`src/rtl/pattern_detect_ctrl_pkg.sv`:
```
// Shared types and constants for the programmable serial pattern-detect controller.
package pattern_detect_pkg;

  localparam int unsigned DEF_MAX_LEN = 8;
  localparam int unsigned DEF_CNT_W   = 8;

  typedef enum logic [1:0] {
    ST_IDLE,
    ST_ARMED,
    ST_RUN,
    ST_DONE
  } state_e;

  // Width needed to hold a pattern length of 0..max_len.
  function automatic int unsigned len_w(input int unsigned max_len);
    return $clog2(max_len + 1);
  endfunction

endpackage

```
`src/rtl/pattern_detect_ctrl_if.sv`:
```
// Host/config and serial-stream signal bundle for pattern_detect_ctrl.
interface pattern_detect_ctrl_if
  import pattern_detect_pkg::*;
#(
  parameter int unsigned MAX_LEN = DEF_MAX_LEN,
  parameter int unsigned CNT_W   = DEF_CNT_W
);

  localparam int unsigned LEN_W = len_w(MAX_LEN);

  logic               cfg_valid;
  logic               cfg_ready;
  logic [MAX_LEN-1:0] cfg_pattern;
  logic [LEN_W-1:0]   cfg_len;
  logic               cfg_overlap;
  logic [CNT_W-1:0]   cfg_target;
  logic               start;
  logic               abort;
  logic               x;
  logic               z;
  logic [CNT_W-1:0]   match_cnt;
  logic               busy;
  logic               done;
  logic               err;

  modport master (
    output cfg_valid, cfg_pattern, cfg_len, cfg_overlap, cfg_target, start, abort, x,
    input  cfg_ready, z, match_cnt, busy, done, err
  );

  modport slave (
    input  cfg_valid, cfg_pattern, cfg_len, cfg_overlap, cfg_target, start, abort, x,
    output cfg_ready, z, match_cnt, busy, done, err
  );

endinterface

```
`src/rtl/pattern_detect_ctrl_window.sv`:
```
// Serial shift window with fill tracking and a length-masked compare against the pattern.
module pattern_window
  import pattern_detect_pkg::*;
#(
  parameter  int unsigned MAX_LEN = DEF_MAX_LEN,
  localparam int unsigned LEN_W   = len_w(MAX_LEN)
) (
  input  logic               clk,
  input  logic               rst,
  input  logic               i_shift,
  input  logic               i_clear,
  input  logic               i_clear_on_hit,
  input  logic               i_x,
  input  logic [LEN_W-1:0]   i_len,
  input  logic [MAX_LEN-1:0] i_pattern,
  output logic               o_hit
);

  logic [MAX_LEN-1:0] r_win;
  logic [LEN_W-1:0]   r_fill;
  logic [MAX_LEN-1:0] w_win_next;
  logic [MAX_LEN-1:0] w_mask;
  logic [LEN_W-1:0]   w_fill_next;

  // The hit looks at the window as it will be after this edge, so z can be registered on it.
  always_comb begin
    w_win_next  = {r_win[MAX_LEN-2:0], i_x};
    w_fill_next = (r_fill == LEN_W'(MAX_LEN)) ? r_fill : r_fill + LEN_W'(1);
    w_mask      = '0;
    for (int unsigned i = 0; i < MAX_LEN; i++) begin
      w_mask[i] = (i < 32'(i_len));
    end
    o_hit = i_shift && (w_fill_next >= i_len) &&
            (((w_win_next ^ i_pattern) & w_mask) == '0);
  end

  always_ff @(posedge clk or negedge rst) begin
    if (!rst) begin
      r_win  <= '0;
      r_fill <= '0;
    end else if (i_clear) begin
      r_win  <= '0;
      r_fill <= '0;
    end else if (i_shift) begin
      r_win  <= w_win_next;
      r_fill <= (o_hit && i_clear_on_hit) ? '0 : w_fill_next;
    end
  end

endmodule

```
`src/rtl/pattern_detect_ctrl.sv`:
```
// Pattern-detect controller: config handshake, IDLE/ARMED/RUN/DONE FSM, match counter and z pulse.
module pattern_detect_ctrl
  import pattern_detect_pkg::*;
#(
  parameter int unsigned MAX_LEN = DEF_MAX_LEN,
  parameter int unsigned CNT_W   = DEF_CNT_W
) (
  input logic                  clk,
  input logic                  rst,
  pattern_detect_ctrl_if.slave bus
);

  localparam int unsigned LEN_W = len_w(MAX_LEN);

  state_e             r_state;
  state_e             w_state_next;
  logic [MAX_LEN-1:0] r_pattern;
  logic [LEN_W-1:0]   r_len;
  logic               r_overlap;
  logic [CNT_W-1:0]   r_target;
  logic [CNT_W-1:0]   r_cnt;
  logic               r_z;
  logic               r_busy;
  logic               r_done;
  logic               r_err;

  logic               w_cfg_ok;
  logic               w_cfg_take;
  logic               w_cfg_bad;
  logic               w_cfg_drop;
  logic               w_run_clear;
  logic               w_shift;
  logic               w_hit;
  logic               w_count;
  logic [CNT_W-1:0]   w_cnt_inc;

  // Kept outside the FSM block so the window's hit does not loop back through it.
  assign w_shift = (r_state == ST_RUN) && !bus.abort;

  pattern_window #(
    .MAX_LEN(MAX_LEN)
  ) u_window (
    .clk           (clk),
    .rst           (rst),
    .i_shift       (w_shift),
    .i_clear       (w_run_clear),
    .i_clear_on_hit(!r_overlap),
    .i_x           (bus.x),
    .i_len         (r_len),
    .i_pattern     (r_pattern),
    .o_hit         (w_hit)
  );

  always_comb begin
    w_cfg_ok     = (bus.cfg_len != '0) && (bus.cfg_len <= LEN_W'(MAX_LEN));
    w_cnt_inc    = (r_cnt == '1) ? r_cnt : r_cnt + CNT_W'(1);
    w_state_next = r_state;
    w_cfg_take   = 1'b0;
    w_cfg_bad    = 1'b0;
    w_cfg_drop   = 1'b0;
    w_run_clear  = 1'b0;
    w_count      = 1'b0;
    unique case (r_state)
      ST_IDLE: begin
        if (bus.cfg_valid) begin
          if (w_cfg_ok) begin
            w_cfg_take   = 1'b1;
            w_state_next = ST_ARMED;
          end else begin
            w_cfg_bad = 1'b1;
          end
        end
      end
      ST_ARMED: begin
        if (bus.abort) begin
          w_cfg_drop   = 1'b1;
          w_state_next = ST_IDLE;
        end else if (bus.start) begin
          w_run_clear  = 1'b1;
          w_state_next = ST_RUN;
        end
      end
      ST_RUN: begin
        if (bus.abort) begin
          w_cfg_drop   = 1'b1;
          w_state_next = ST_IDLE;
        end else if (w_hit) begin
          w_count = 1'b1;
          if ((r_target != '0) && (w_cnt_inc == r_target)) begin
            w_state_next = ST_DONE;
          end
        end
      end
      ST_DONE: begin
        if (bus.abort) begin
          w_cfg_drop   = 1'b1;
          w_state_next = ST_IDLE;
        end else if (bus.cfg_valid) begin
          if (w_cfg_ok) begin
            w_cfg_take   = 1'b1;
            w_state_next = ST_ARMED;
          end else begin
            w_cfg_bad = 1'b1;
          end
        end else if (bus.start) begin
          w_run_clear  = 1'b1;
          w_state_next = ST_RUN;
        end
      end
      default: w_state_next = ST_IDLE;
    endcase
  end

  always_ff @(posedge clk or negedge rst) begin
    if (!rst) begin
      r_state <= ST_IDLE;
      r_busy  <= 1'b0;
      r_done  <= 1'b0;
      r_z     <= 1'b0;
      r_err   <= 1'b0;
      r_cnt   <= '0;
    end else begin
      r_state <= w_state_next;
      r_busy  <= (w_state_next == ST_RUN);
      r_done  <= (w_state_next == ST_DONE);
      r_z     <= w_count;
      r_err   <= w_cfg_bad;
      if (w_run_clear) begin
        r_cnt <= '0;
      end else if (w_count) begin
        r_cnt <= w_cnt_inc;
      end
    end
  end

  always_ff @(posedge clk or negedge rst) begin
    if (!rst) begin
      r_pattern <= '0;
      r_len     <= '0;
      r_overlap <= 1'b0;
      r_target  <= '0;
    end else if (w_cfg_take) begin
      r_pattern <= bus.cfg_pattern;
      r_len     <= bus.cfg_len;
      r_overlap <= bus.cfg_overlap;
      r_target  <= bus.cfg_target;
    end else if (w_cfg_drop) begin
      r_pattern <= '0;
      r_len     <= '0;
      r_overlap <= 1'b0;
      r_target  <= '0;
    end
  end

  assign bus.cfg_ready = (r_state == ST_IDLE) || (r_state == ST_DONE);
  assign bus.z         = r_z;
  assign bus.match_cnt = r_cnt;
  assign bus.busy      = r_busy;
  assign bus.done      = r_done;
  assign bus.err       = r_err;

endmodule

```
`src/flat_wrapper.sv`:
```
// flat-port wrapper written by rule: the top's interface ports become plain ports
module pattern_detect_ctrl_flat import pattern_detect_pkg::*;
#(
  parameter int unsigned MAX_LEN = DEF_MAX_LEN,
  parameter int unsigned CNT_W   = DEF_CNT_W
)
  (clk, rst, bus_cfg_valid, bus_cfg_pattern, bus_cfg_len, bus_cfg_overlap, bus_cfg_target, bus_start, bus_abort, bus_x, bus_cfg_ready, bus_z, bus_match_cnt, bus_busy, bus_done, bus_err);
  pattern_detect_ctrl_if #(.MAX_LEN(MAX_LEN), .CNT_W(CNT_W)) bus_i ();
  input logic clk;
  input logic rst;
  input wire logic [$bits(bus_i.cfg_valid)-1:0] bus_cfg_valid;
  input wire logic [$bits(bus_i.cfg_pattern)-1:0] bus_cfg_pattern;
  input wire logic [$bits(bus_i.cfg_len)-1:0] bus_cfg_len;
  input wire logic [$bits(bus_i.cfg_overlap)-1:0] bus_cfg_overlap;
  input wire logic [$bits(bus_i.cfg_target)-1:0] bus_cfg_target;
  input wire logic [$bits(bus_i.start)-1:0] bus_start;
  input wire logic [$bits(bus_i.abort)-1:0] bus_abort;
  input wire logic [$bits(bus_i.x)-1:0] bus_x;
  output wire logic [$bits(bus_i.cfg_ready)-1:0] bus_cfg_ready;
  output wire logic [$bits(bus_i.z)-1:0] bus_z;
  output wire logic [$bits(bus_i.match_cnt)-1:0] bus_match_cnt;
  output wire logic [$bits(bus_i.busy)-1:0] bus_busy;
  output wire logic [$bits(bus_i.done)-1:0] bus_done;
  output wire logic [$bits(bus_i.err)-1:0] bus_err;
  assign bus_i.cfg_valid = bus_cfg_valid;
  assign bus_i.cfg_pattern = bus_cfg_pattern;
  assign bus_i.cfg_len = bus_cfg_len;
  assign bus_i.cfg_overlap = bus_cfg_overlap;
  assign bus_i.cfg_target = bus_cfg_target;
  assign bus_i.start = bus_start;
  assign bus_i.abort = bus_abort;
  assign bus_i.x = bus_x;
  assign bus_cfg_ready = bus_i.cfg_ready;
  assign bus_z = bus_i.z;
  assign bus_match_cnt = bus_i.match_cnt;
  assign bus_busy = bus_i.busy;
  assign bus_done = bus_i.done;
  assign bus_err = bus_i.err;
  pattern_detect_ctrl #(.MAX_LEN(MAX_LEN), .CNT_W(CNT_W)) u_core (.clk(clk), .rst(rst), .bus(bus_i));
endmodule
```
`config.mk`:
```
export PLATFORM = sky130hd
export DESIGN_NAME = pattern_detect_ctrl_flat
export DESIGN_NICKNAME = d
export VERILOG_FILES = /design/src/rtl/pattern_detect_ctrl_pkg.sv /design/src/rtl/pattern_detect_ctrl_if.sv /design/src/rtl/pattern_detect_ctrl_window.sv /design/src/rtl/pattern_detect_ctrl.sv /design/src/flat_wrapper.sv
export SDC_FILE = /design/constraint.sdc
export NUM_CORES = 1
export LEC_CHECK = 0
export ABC_CLOCK_PERIOD_IN_PS = 3400
export CORE_MARGIN = 4
export CORE_UTILIZATION = 54
export CTS_BUF_LIST = sky130_fd_sc_hd__clkbuf_16
export DETAILED_ROUTE_END_ITERATION = 10
export PLACE_DENSITY = 0.88
export SYNTH_ARGS = -nofsm -noshare
export SYNTH_HDL_FRONTEND = slang
export SYNTH_SLANG_ARGS = --single-unit
export TNS_END_PERCENT = 30
```
`constraint.sdc`:
```
create_clock -name clk -period 3.4 [get_ports clk]
set_input_delay 0.68 -clock clk [delete_from_list [all_inputs] [get_ports clk]]
set_output_delay 0.68 -clock clk [all_outputs]
set_load 0.05 [all_outputs]
```
# Word-level counts from Yosys, hierarchy flattened
# Index checks and enable logic that the tools add are counted.
[op_classes]
add_sub_neg = 2
n_lt_le_gt_ge = 10
eq_ne = 8
muxes = 44
bitwise_logic = 2
n_reduce_logical = 17
[ops]
columns = ["op", "n"]
rows = [
  ["$mux W8", 6],
  ["$mux W4", 6],
  ["$mux W2", 9],
  ["$mux W1", 17],
  ["$lt A3 B4 Y1 const A", 4],
  ["$mux W7", 2],
  ["$add A8 B1 Y8 const B", 1],
  ["$and A8 B8 Y8", 1],
  ["$eq A2 B2 Y1 const B", 4],
  ["$eq A8 B8 Y1", 1],
  ["$eq A8 B8 Y1 const B", 1],
  ["$logic_not A8 Y1", 1],
  ["$lt A1 B4 Y1 const A", 2],
  ["$lt A2 B4 Y1 const A", 2],
  ["$pmux W2 S4", 1],
  ["$reduce_bool A8 Y1", 1],
  ["$xor A8 B8 Y8", 1],
  ["$logic_and A1 B1 Y1", 6],
  ["$pmux W1 S2", 3],
  ["$reduce_bool A2 Y1", 3],
  ["$add A4 B1 Y4 const B", 1],
  ["$eq A4 B4 Y1 const B", 1],
  ["$ge A4 B4 Y1", 1],
  ["$le A4 B4 Y1 const B", 1],
  ["other kinds (6)", 7],
]
[totals]
register_bits = 46
inputBits = 27
out_inout_bits = 13
word_cells = 95

# Logic depth before layout (Yosys ltp)
# Gate-level depths: netlist of the first run.
[logic_depth]
ltp_word = 10
mapped_depth = 13

# Hierarchy
# From an unflattened synthesis of the first run, not the netlist that was laid out.
[hier_totals]
cells_unflattened = 276
area_unflattened_um2 = 2723.9
[modules_own_cells]
columns = ["module", "instances", "cells_per_inst", "area_each_um2", "seq_area_each_um2"]
rows = [
  ["pattern_detect_ctrl", 1, 193, 1928.1, 875.8],
  ["pattern_window", 1, 83, 795.8, 275.3],
]

# Least setup slack after synthesis of the first run
# Ideal clock, no wire load.
[synth_timing]
path_kind = "register to register"
from = "register u_core.r_cnt[0], in the netlist u_core.bus.match_cnt[0]"
to = "register u_core.r_busy, in the netlist u_core.bus.busy"
arrival_time_ns = 2.621
required_ns = 3.281
setup_slack_ns = 0.660
stages_incl_launch_ff = 10
path_buffers = 1
synth_period_minus_slack_ns = 2.740
path_cell_list = "dfrtp_1 ha_1 clkbuf_1 nand3_1 and4_1 o21ai_0 o2111ai_1 or4_4 a21o_1 and2_1"
[synth_via]
elab_chain_len = 9
word_cells_on_any_way = 10
classes_between = "add/sub (1); eq/ne (3); mux (5); reduce/logical (1)"
[synth_rtl]
columns = ["item", "line", "source"]
rows = [
  ["from (decl)", "pattern_detect_ctrl.sv:21", "logic [CNT_W-1:0] r_cnt;"],
  ["from (signal assigned)", "pattern_detect_ctrl.sv:131", "r_cnt <= w_cnt_inc;"],
  ["$add A8 B1 Y8 / $eq A8 B8 Y1 (equally long branches)", "pattern_detect_ctrl.sv:56", "w_cnt_inc = (r_cnt == '1) ? r_cnt : r_cnt + CNT_W'(1);"],
  ["$mux W8 *", "pattern_detect_ctrl.sv:56", ""],
  ["$eq A8 B8 Y1 *", "pattern_detect_ctrl.sv:89", "if ((r_target != '0) && (w_cnt_inc == r_target)) begin"],
  ["$logic_and A1 B1 Y1 *", "pattern_detect_ctrl.sv:89", ""],
  ["$mux W2 *", "pattern_detect_ctrl.sv:89", ""],
  ["$mux W2 *", "pattern_detect_ctrl.sv:87", "end else if (w_hit) begin"],
  ["$mux W2 *", "pattern_detect_ctrl.sv:84", "if (bus.abort) begin"],
  ["$pmux W2 S4 *", "pattern_detect_ctrl.sv:63", "unique case (r_state)"],
  ["$eq A2 B2 Y1 *", "pattern_detect_ctrl.sv:124", "r_busy <= (w_state_next == ST_RUN);"],
  ["to (signal assigned)", "pattern_detect_ctrl.sv:124", ""],
  ["to (decl)", "pattern_detect_ctrl.sv:23", "logic r_busy;"],
]
# Mark *: on every way between the ends. The rest lies on a longest branch, timed or not.
# A chain may end at the register's enable or synchronous reset.

# Worst setup path in the final report of the first run
[layout_timing]
from = "register u_core.u_window.r_fill[0]"
to = "register u_core.r_busy, in the netlist u_core.bus.busy"
[layout_via]
elab_chain_len = 9
word_cells_on_any_way = 10
classes_between = "add/sub (1); order compare (1); eq/ne (2); mux (4); reduce/logical (2)"
[layout_rtl]
columns = ["item", "line", "source"]
rows = [
  ["from (decl)", "pattern_detect_ctrl_window.sv:20", "logic [LEN_W-1:0] r_fill;"],
  ["from (signal assigned)", "pattern_detect_ctrl_window.sv:46", "r_fill <= (o_hit && i_clear_on_hit) ? '0 : w_fill_next;"],
  ["$add A4 B1 Y4 / $eq A4 B4 Y1 (equally long branches)", "pattern_detect_ctrl_window.sv:28", "w_fill_next = (r_fill == LEN_W'(MAX_LEN)) ? r_fill : r_fill + LEN_W'(1);"],
  ["$mux W4 *", "pattern_detect_ctrl_window.sv:28", ""],
  ["$ge A4 B4 Y1 *", "pattern_detect_ctrl_window.sv:33", "o_hit = i_shift && (w_fill_next >= i_len) &&"],
  ["$logic_and A1 B1 Y1 * (2 in a row)", "pattern_detect_ctrl_window.sv:33", ""],
  ["$mux W2 *", "pattern_detect_ctrl.sv:87", ""],
  ["$mux W2 *", "pattern_detect_ctrl.sv:84", ""],
  ["$pmux W2 S4 *", "pattern_detect_ctrl.sv:63", ""],
  ["$eq A2 B2 Y1 *", "pattern_detect_ctrl.sv:124", ""],
]
# Marked as above.

==> impl_metrics.json, run 1 <==
{
  "area_delta_synth_final_pct": 23.3,
  "synth_cells": 280,
  "ctsResizeCount": 0,
  "vias_per_cell": 6.01,
  "switchingPower_mw": 0.770,
  "grtUsageTotal": 0.222,
  "status": "complete, no violations",
  "final_common_cell": "dfrtp_1",
  "vias": 2331,
  "reg2reg_depth": 13,
  "gp_congestion": 0.878,
  "crit_chain": "inv_1 > ha_1 > nand2_1 > nor2_1 > xnor2_1 > ha_1 > nand2b_1 > a211oi_1 > o21bai_1 > o211ai_2 > or4_4 > a21o_1 > and2_1",
  "cp.depth": 13,
  "r2r_setup_slack_ns": 0.60,
  "hold_ws_ns": 0.525,
  "critPathTopFamily": "simple AND/OR/NAND/NOR gates",
  "nets": 358,
  "max_cap_viol_count": 0,
  "crit_path_start_kind": "flop",
  "r2r-start": "u_core.u_window.r_fill[0]",
  "coreArea_sq_um": 4720,
  "diodes": 0,
  "hp-class": "reg2reg",
  "cp-startpoint": "u_core.u_window.r_fill[0]",
  "cpMaxStageDelayCell": "or4_4",
  "clk_pin_slew_ns": 0.06,
  "grt-ovfl-total": 0,
  "ant_nets": 0,
  "fin_util": 0.687,
  "dp_slack_ns": 0.507,
  "synth_warnings": 0,
  "max_slew_margin": 0.359,
  "fin_crit_ns": 2.80,
  "p_comb_frac": 0.379,
  "ys_seq_area_frac": 0.437,
  "hold_viol": 0,
  "slew_viol_final": 0,
  "powerDensity_nw_per_um2": 651,
  "whs_path_depth": 1,
  "period_share": 0.824,
  "io_pins": 40,
  "postLayoutCellArea_sq_um": 3250,
  "p_int_mw": 1.34,
  "clockBufferDepth": 2,
  "port_buffers": 39,
  "grt_pass1_wl_mm": 10.8,
  "crit_path_end": "u_core.bus.busy",
  "cpMostUsedCell": "ha_1",
  "drt_wl_total_mm": 6.21,
  "drive_above_1_share": 0.0623,
  "critPathRequiredTime_ns": 3.57,
  "postCtsSetupRepairBufs": 0,
  "dr.pass1.iters": 4,
  "finalWorstSetupSlack_ns": 0.599,
  "p_sw_frac": 0.364,
  "cp_max_fo": 4,
  "grt_max_degree": 47,
  "synthesis.nets": 318,
  "setup-violations-final": 0,
  "seqPwrFrac": 0.406,
  "die_w_um": 77.8,
  "rsz0062_at_grt": "false",
  "dp_cells": 380,
  "end_kind": "flop",
  "die-area_sq_um": 6050,
  "fin_tns_setup_ns": 0,
  "initial_utilization": 0.557,
  "final_cell_mix": "dfrtp_1, clkdlybuf4s50_1, a22o_1, nand2_1",
  "synth_flop_cell": "dfrtp_1",
  "synth_edf_count": 0,
  "antenna_found_initial": 0,
  "wl_per_cell_um": 16.0,
  "leakagePower_nw": 1.44,
  "holdBufCountCts": 0,
  "worst_slew_pin_slew_ns": 0.962,
  "cpPeakStageDelay_ns": 0.58,
  "die_y_um": 77.8,
  "cts_tree": "done",
  "grt_pass1_vias": 2244,
  "pwr-share-clk": 0.215,
  "ys_types": 45,
  "worstPathArrival_ns": 2.97,
  "rr_endpoint": "u_core.bus.busy",
  "syn_area_sq_um": 2630,
  "rows": 25,
  "post-route-drc-count": 0,
  "cts_root_buf": "clkbuf_16",
  "instances_no_fill": 388,
  "skew_ns": 0.00320,
  "clock_latency_ns": 0.28,
  "peakVddDrop_uv": 304,
  "placed_area_sq_um": 3110,
  "postSynth.asyncResetShare": 1.00,
  "drtIter0Drc": 160,
  "avgSynthCellArea_sq_um": 9.40,
  "place_hpwl_mm": 4.46,
  "clkSinkCount": 46,
  "ys_seq_elements": 46,
  "htreeDepth": 2,
  "path_buf_inv": 1,
  "crit_type": "reg2reg",
  "cts_buffers": 5,
  "power_mw": 2.11,
  "max_freq_mhz": 357
}
-- cell usage after synthesis (5+ instances only) --
cell type | instances | area share
nor3_1 | 6 | 0.011
xor2_1 | 10 | 0.033
ha_1 | 11 | 0.052
nand3_1 | 12 | 0.023
o21ai_0 | 11 | 0.021
inv_1 | 18 | 0.026
xnor2_1 | 5 | 0.017
nor2_1 | 18 | 0.026
a22o_1 | 23 | 0.077
a31oi_1 | 6 | 0.014
clkbuf_1 | 12 | 0.017
dfrtp_1 | 46 | 0.44
a21oi_1 | 19 | 0.036
nand2_1 | 21 | 0.030
nand2b_1 | 5 | 0.012
-- logic make-up (layout without fill, tap and decap cells) --
family / after synthesis / after routing / share of synthesized area
adders and majority gates: 11 / 11 / 0.0523
and+or+nand+nor: 89 / 89 / 0.175
xor gates and xnor gates: 15 / 15 / 0.0499
AOI/OAI and AO/OA: 88 / 88 / 0.241
buffers and inverters: 31 / 72 / 0.0447
DFF: 46 / 46 / 0.437
-- worst min path at each step --
stage | startpoint | end | slack [ns]
6_report | u_core.r_pattern[0] | u_core.r_pattern[0] | 0.53
5_1_grt | u_core.r_overlap | u_core.r_overlap | 0.55
4_1_cts | u_core.r_pattern[0] | u_core.r_pattern[0] | 0.53
3_5_place_dp | u_core.r_pattern[3] | u_core.r_pattern[3] | 0.51
3_3_place_gp | u_core.r_pattern[3] | u_core.r_pattern[3] | 0.50
2_1_floorplan | rst | u_core.bus.busy | 0.38
-- flip-flops by register name (all words and copies together), names as in the netlist --
register and count:
u_core.r_state 2, u_core.u_window.r_fill 4, u_core.bus.z 1, u_core.r_pattern 8
u_core.bus.done 1, u_core.r_target 8, u_core.u_window.r_win 7, u_core.bus.err 1
u_core.r_len 4, u_core.bus.busy 1, u_core.r_overlap 1, u_core.bus.match_cnt 8
-- layout make-up --
class / instances / area, sq um
fillers: 373 / 1480
clock inverters: 3 / 12.5
inverters: 18 / 67.6
flip-flops and latches: 46 / 1150
multi-input cells: 203 / 1370
well taps: 67 / 83.8
clock buffers: 5 / 125
repair buffers: 46 / 438
-- worst reg2reg max path, cell delays in order (launching register included) --
cell and delay, ns:
dfrtp_1 0.41, inv_1 0.11, ha_1 0.15, nand2_1 0.07, nor2_1 0.14, xnor2_1 0.12, ha_1 0.28, nand2b_1 0.09
a211oi_1 0.07, o21bai_1 0.18, o211ai_2 0.14, or4_4 0.58, a21o_1 0.22, and2_1 0.14
-- power groups by stage --
stage	clock network [mW]	logic [mW]	registers [mW]
after CTS	0.465	0.805	0.856
after global routing	0.496	0.895	0.882
after global placement	0	0.768	0.858
after floorplan	0	0.573	0.839
after detailed placement	0	0.799	0.863
final	0.453	0.801	0.859
-- layer usage --
metal | track usage | vias up | wire length (um)
li1 | - | 1115 | -
met1 | 0.296 | 1129 | 2670
met2 | 0.367 | 75 | 3060
met3 | 0.0441 | 12 | 393
met4 | 0.0587 | 0 | 83
met5 | 0 | - | 0
No activity file was read; power rests on OpenSTA's default activity.
==> run 2, diff against run 1 <==
--- a/config.mk
+++ b/config.mk
@@ -5,7 +5,7 @@
 export SDC_FILE = /design/constraint.sdc
 export NUM_CORES = 1
 export LEC_CHECK = 0
-export ABC_CLOCK_PERIOD_IN_PS = 3400
+export ABC_CLOCK_PERIOD_IN_PS = 2650
 export CORE_MARGIN = 4
 export CORE_UTILIZATION = 54
 export CTS_BUF_LIST = sky130_fd_sc_hd__clkbuf_16
==> constraint.sdc (replaced) <==
create_clock -name clk -period 2.65 [get_ports clk]
set_input_delay 0.53 -clock clk [delete_from_list [all_inputs] [get_ports clk]]
set_output_delay 0.53 -clock clk [all_outputs]
set_load 0.05 [all_outputs]
==> run 2 against run 1 <==
Net effect:
- the run now ends with negative setup slack left
- die area did not move
- count of clock-buffer cells in the layout did not move
- global-route usage rose by 2.2 points
- core utilization rose by 5.8 points
- flip-flop and latch count did not move
- first-iteration DRC count rose by 3.8%
- combinational power rose by 64%
- critical path depth did not move
- sequential power rose by 28%
- routed wire length rose by 18%
==> impl_metrics.json, run 2 (synthesis results as in run 1) <==
{
  "grt-ovfl-total": 0,
  "hp-class": "in2async",
  "drt_wl_total_mm": 7.31,
  "die_w_um": 77.8,
  "hold_viol": 0,
  "die_y_um": 77.8,
  "htreeDepth": 2,
  "cts_root_buf": "clkbuf_16",
  "crit_type": "reg2reg",
  "worstPathArrival_ns": 2.84,
  "cpPeakStageDelay_ns": 0.56,
  "grt_pass1_vias": 2479,
  "clk_pin_slew_ns": 0.07,
  "path_buf_inv": 1,
  "pwr-share-clk": 0.223,
  "clock_latency_ns": 0.29,
  "period_share": 1.01,
  "placed_area_sq_um": 3190,
  "fin_crit_ns": 2.67,
  "max_slew_margin": 0.518,
  "post-route-drc-count": 0,
  "vias": 2500,
  "p_comb_frac": 0.422,
  "drtIter0Drc": 166,
  "worst_slew_pin_slew_ns": 0.724,
  "coreArea_sq_um": 4720,
  "dp_cells": 391,
  "grtUsageTotal": 0.244,
  "final_common_cell": "dfrtp_1",
  "holdBufCountCts": 0,
  "powerDensity_nw_per_um2": 881,
  "die-area_sq_um": 6050,
  "end_kind": "flop",
  "cp_max_fo": 3,
  "drive_above_1_share": 0.163,
  "grt_pass1_wl_mm": 11.8,
  "p_int_mw": 1.98,
  "finalWorstSetupSlack_ns": -0.0158,
  "antenna_found_initial": 0,
  "area_delta_synth_final_pct": 33.8,
  "slew_viol_final": 0,
  "cts_tree": "done",
  "grt_max_degree": 33,
  "rsz0062_at_grt": "true",
  "fin_util": 0.745,
  "cts_buffers": 5,
  "max_freq_mhz": 375,
  "critPathTopFamily": "simple AND/OR/NAND/NOR gates",
  "dp_slack_ns": -0.0102,
  "setup-violations-final": 1,
  "multi_input_area_sq_um": 1440,
  "max_cap_viol_count": 0,
  "rows": 25,
  "fillerInstances": 325,
  "io_pins": 40,
  "violations": "negative setup slack",
  "cpMaxStageDelayCell": "or4_4",
  "hold_ws_ns": 0.303,
  "wl_per_cell_um": 17.8,
  "critPathRequiredTime_ns": 2.82,
  "diodes": 0,
  "ant_nets": 0,
  "nets": 381,
  "peakVddDrop_uv": 555,
  "switchingPower_mw": 1.12,
  "clockBufferDepth": 2,
  "gp_congestion": 0.903,
  "crit_path_start_kind": "flop",
  "postLayoutCellArea_sq_um": 3520,
  "p_sw_frac": 0.360,
  "instances_no_fill": 411,
  "skew_ns": 0.00863,
  "status": "finished, violations left",
  "fin_tns_setup_ns": -0.0158,
  "seqPwrFrac": 0.356,
  "power_mw": 3.10,
  "final_cell_mix": "dfrtp_1, clkdlybuf4s50_1, buf_4, a22o_1, nand2_1",
  "vias_per_cell": 6.08,
  "clkSinkCount": 46,
  "place_hpwl_mm": 4.86,
  "leakagePower_nw": 1.59,
  "port_buffers": 39,
  "dr.pass1.iters": 5,
  "initial_utilization": 0.557,
  "crit_chain": "inv_2 > ha_4 > nand2_4 > nor2_4 > xnor2_2 > ha_1 > nand2b_4 > a211oi_2 > o21bai_1 > o211ai_2 > or4_4 > a21o_1 > and2_1",
  "register_area_sq_um": 1150
}
==> run 2: cell types whose count changed in the layout (fill, tap and decap cells not counted), moves of 2 or more <==
cell / before / now
buf_4: 7 / 30
dfrtp_1: 46 / 44
dfrtp_2: 0 / 2
ha_1: 11 / 9
inv_1: 19 / 17
inv_2: 0 / 2
==> run 2: metal layers <==
| layer | GRT usage | share of wire |
|---|---|---|
| met3 | 0.0499 | 0.057 |
| met4 | 0.0730 | 0.017 |
| met1 | 0.318 | 0.42 |
| met2 | 0.409 | 0.51 |
| met5 | 0 | 0 |
==> run 2: what timing repair did <==
item,4_1_cts,5_1_grt
setup endpoints to repair,2,14
pin swaps,5,10
buffers inserted,11,1
resized for setup,1,15
==> run 2: power groups by stage <==
stage	clock (mW)	sequential (mW)	combinational, mW
finish	0.690	1.10	1.31
global route	0.732	1.12	1.41
CTS	0.694	1.09	1.20
detailed placement	0	1.10	1.09
global placement	0	1.09	1.06
floorplan	0	1.08	0.735
==> run 2: final timing paths <==
path	from	endpoint	slack (ns)	cells after the start
setup / recovery	u_core.u_window.r_fill[0]	u_core.bus.busy	-0.02	13
hold / removal	rst	u_core.r_target[6]	0.30	1
setup reg to reg	u_core.u_window.r_fill[0]	u_core.bus.busy	-0.02	13
hold reg to reg	u_core.r_pattern[3]	u_core.r_pattern[3]	0.53	1
max in group asynchronous	rst	u_core.r_pattern[2]	1.75	2
min in group clk	u_core.r_pattern[3]	u_core.r_pattern[3]	0.53	1
==> run 2: area by class of cell <==
| cell class | count | area share |
|---|---|---|
| Sequential cell | 46 | 0.328 |
| Timing Repair Buffer | 69 | 0.173 |
| Clock buffer | 5 | 0.0355 |
| Multi-Input combinational cell | 203 | 0.410 |
| Tap cell | 67 | 0.0238 |
| Clock inverter | 3 | 0.0107 |
| Inverter | 18 | 0.0192 |
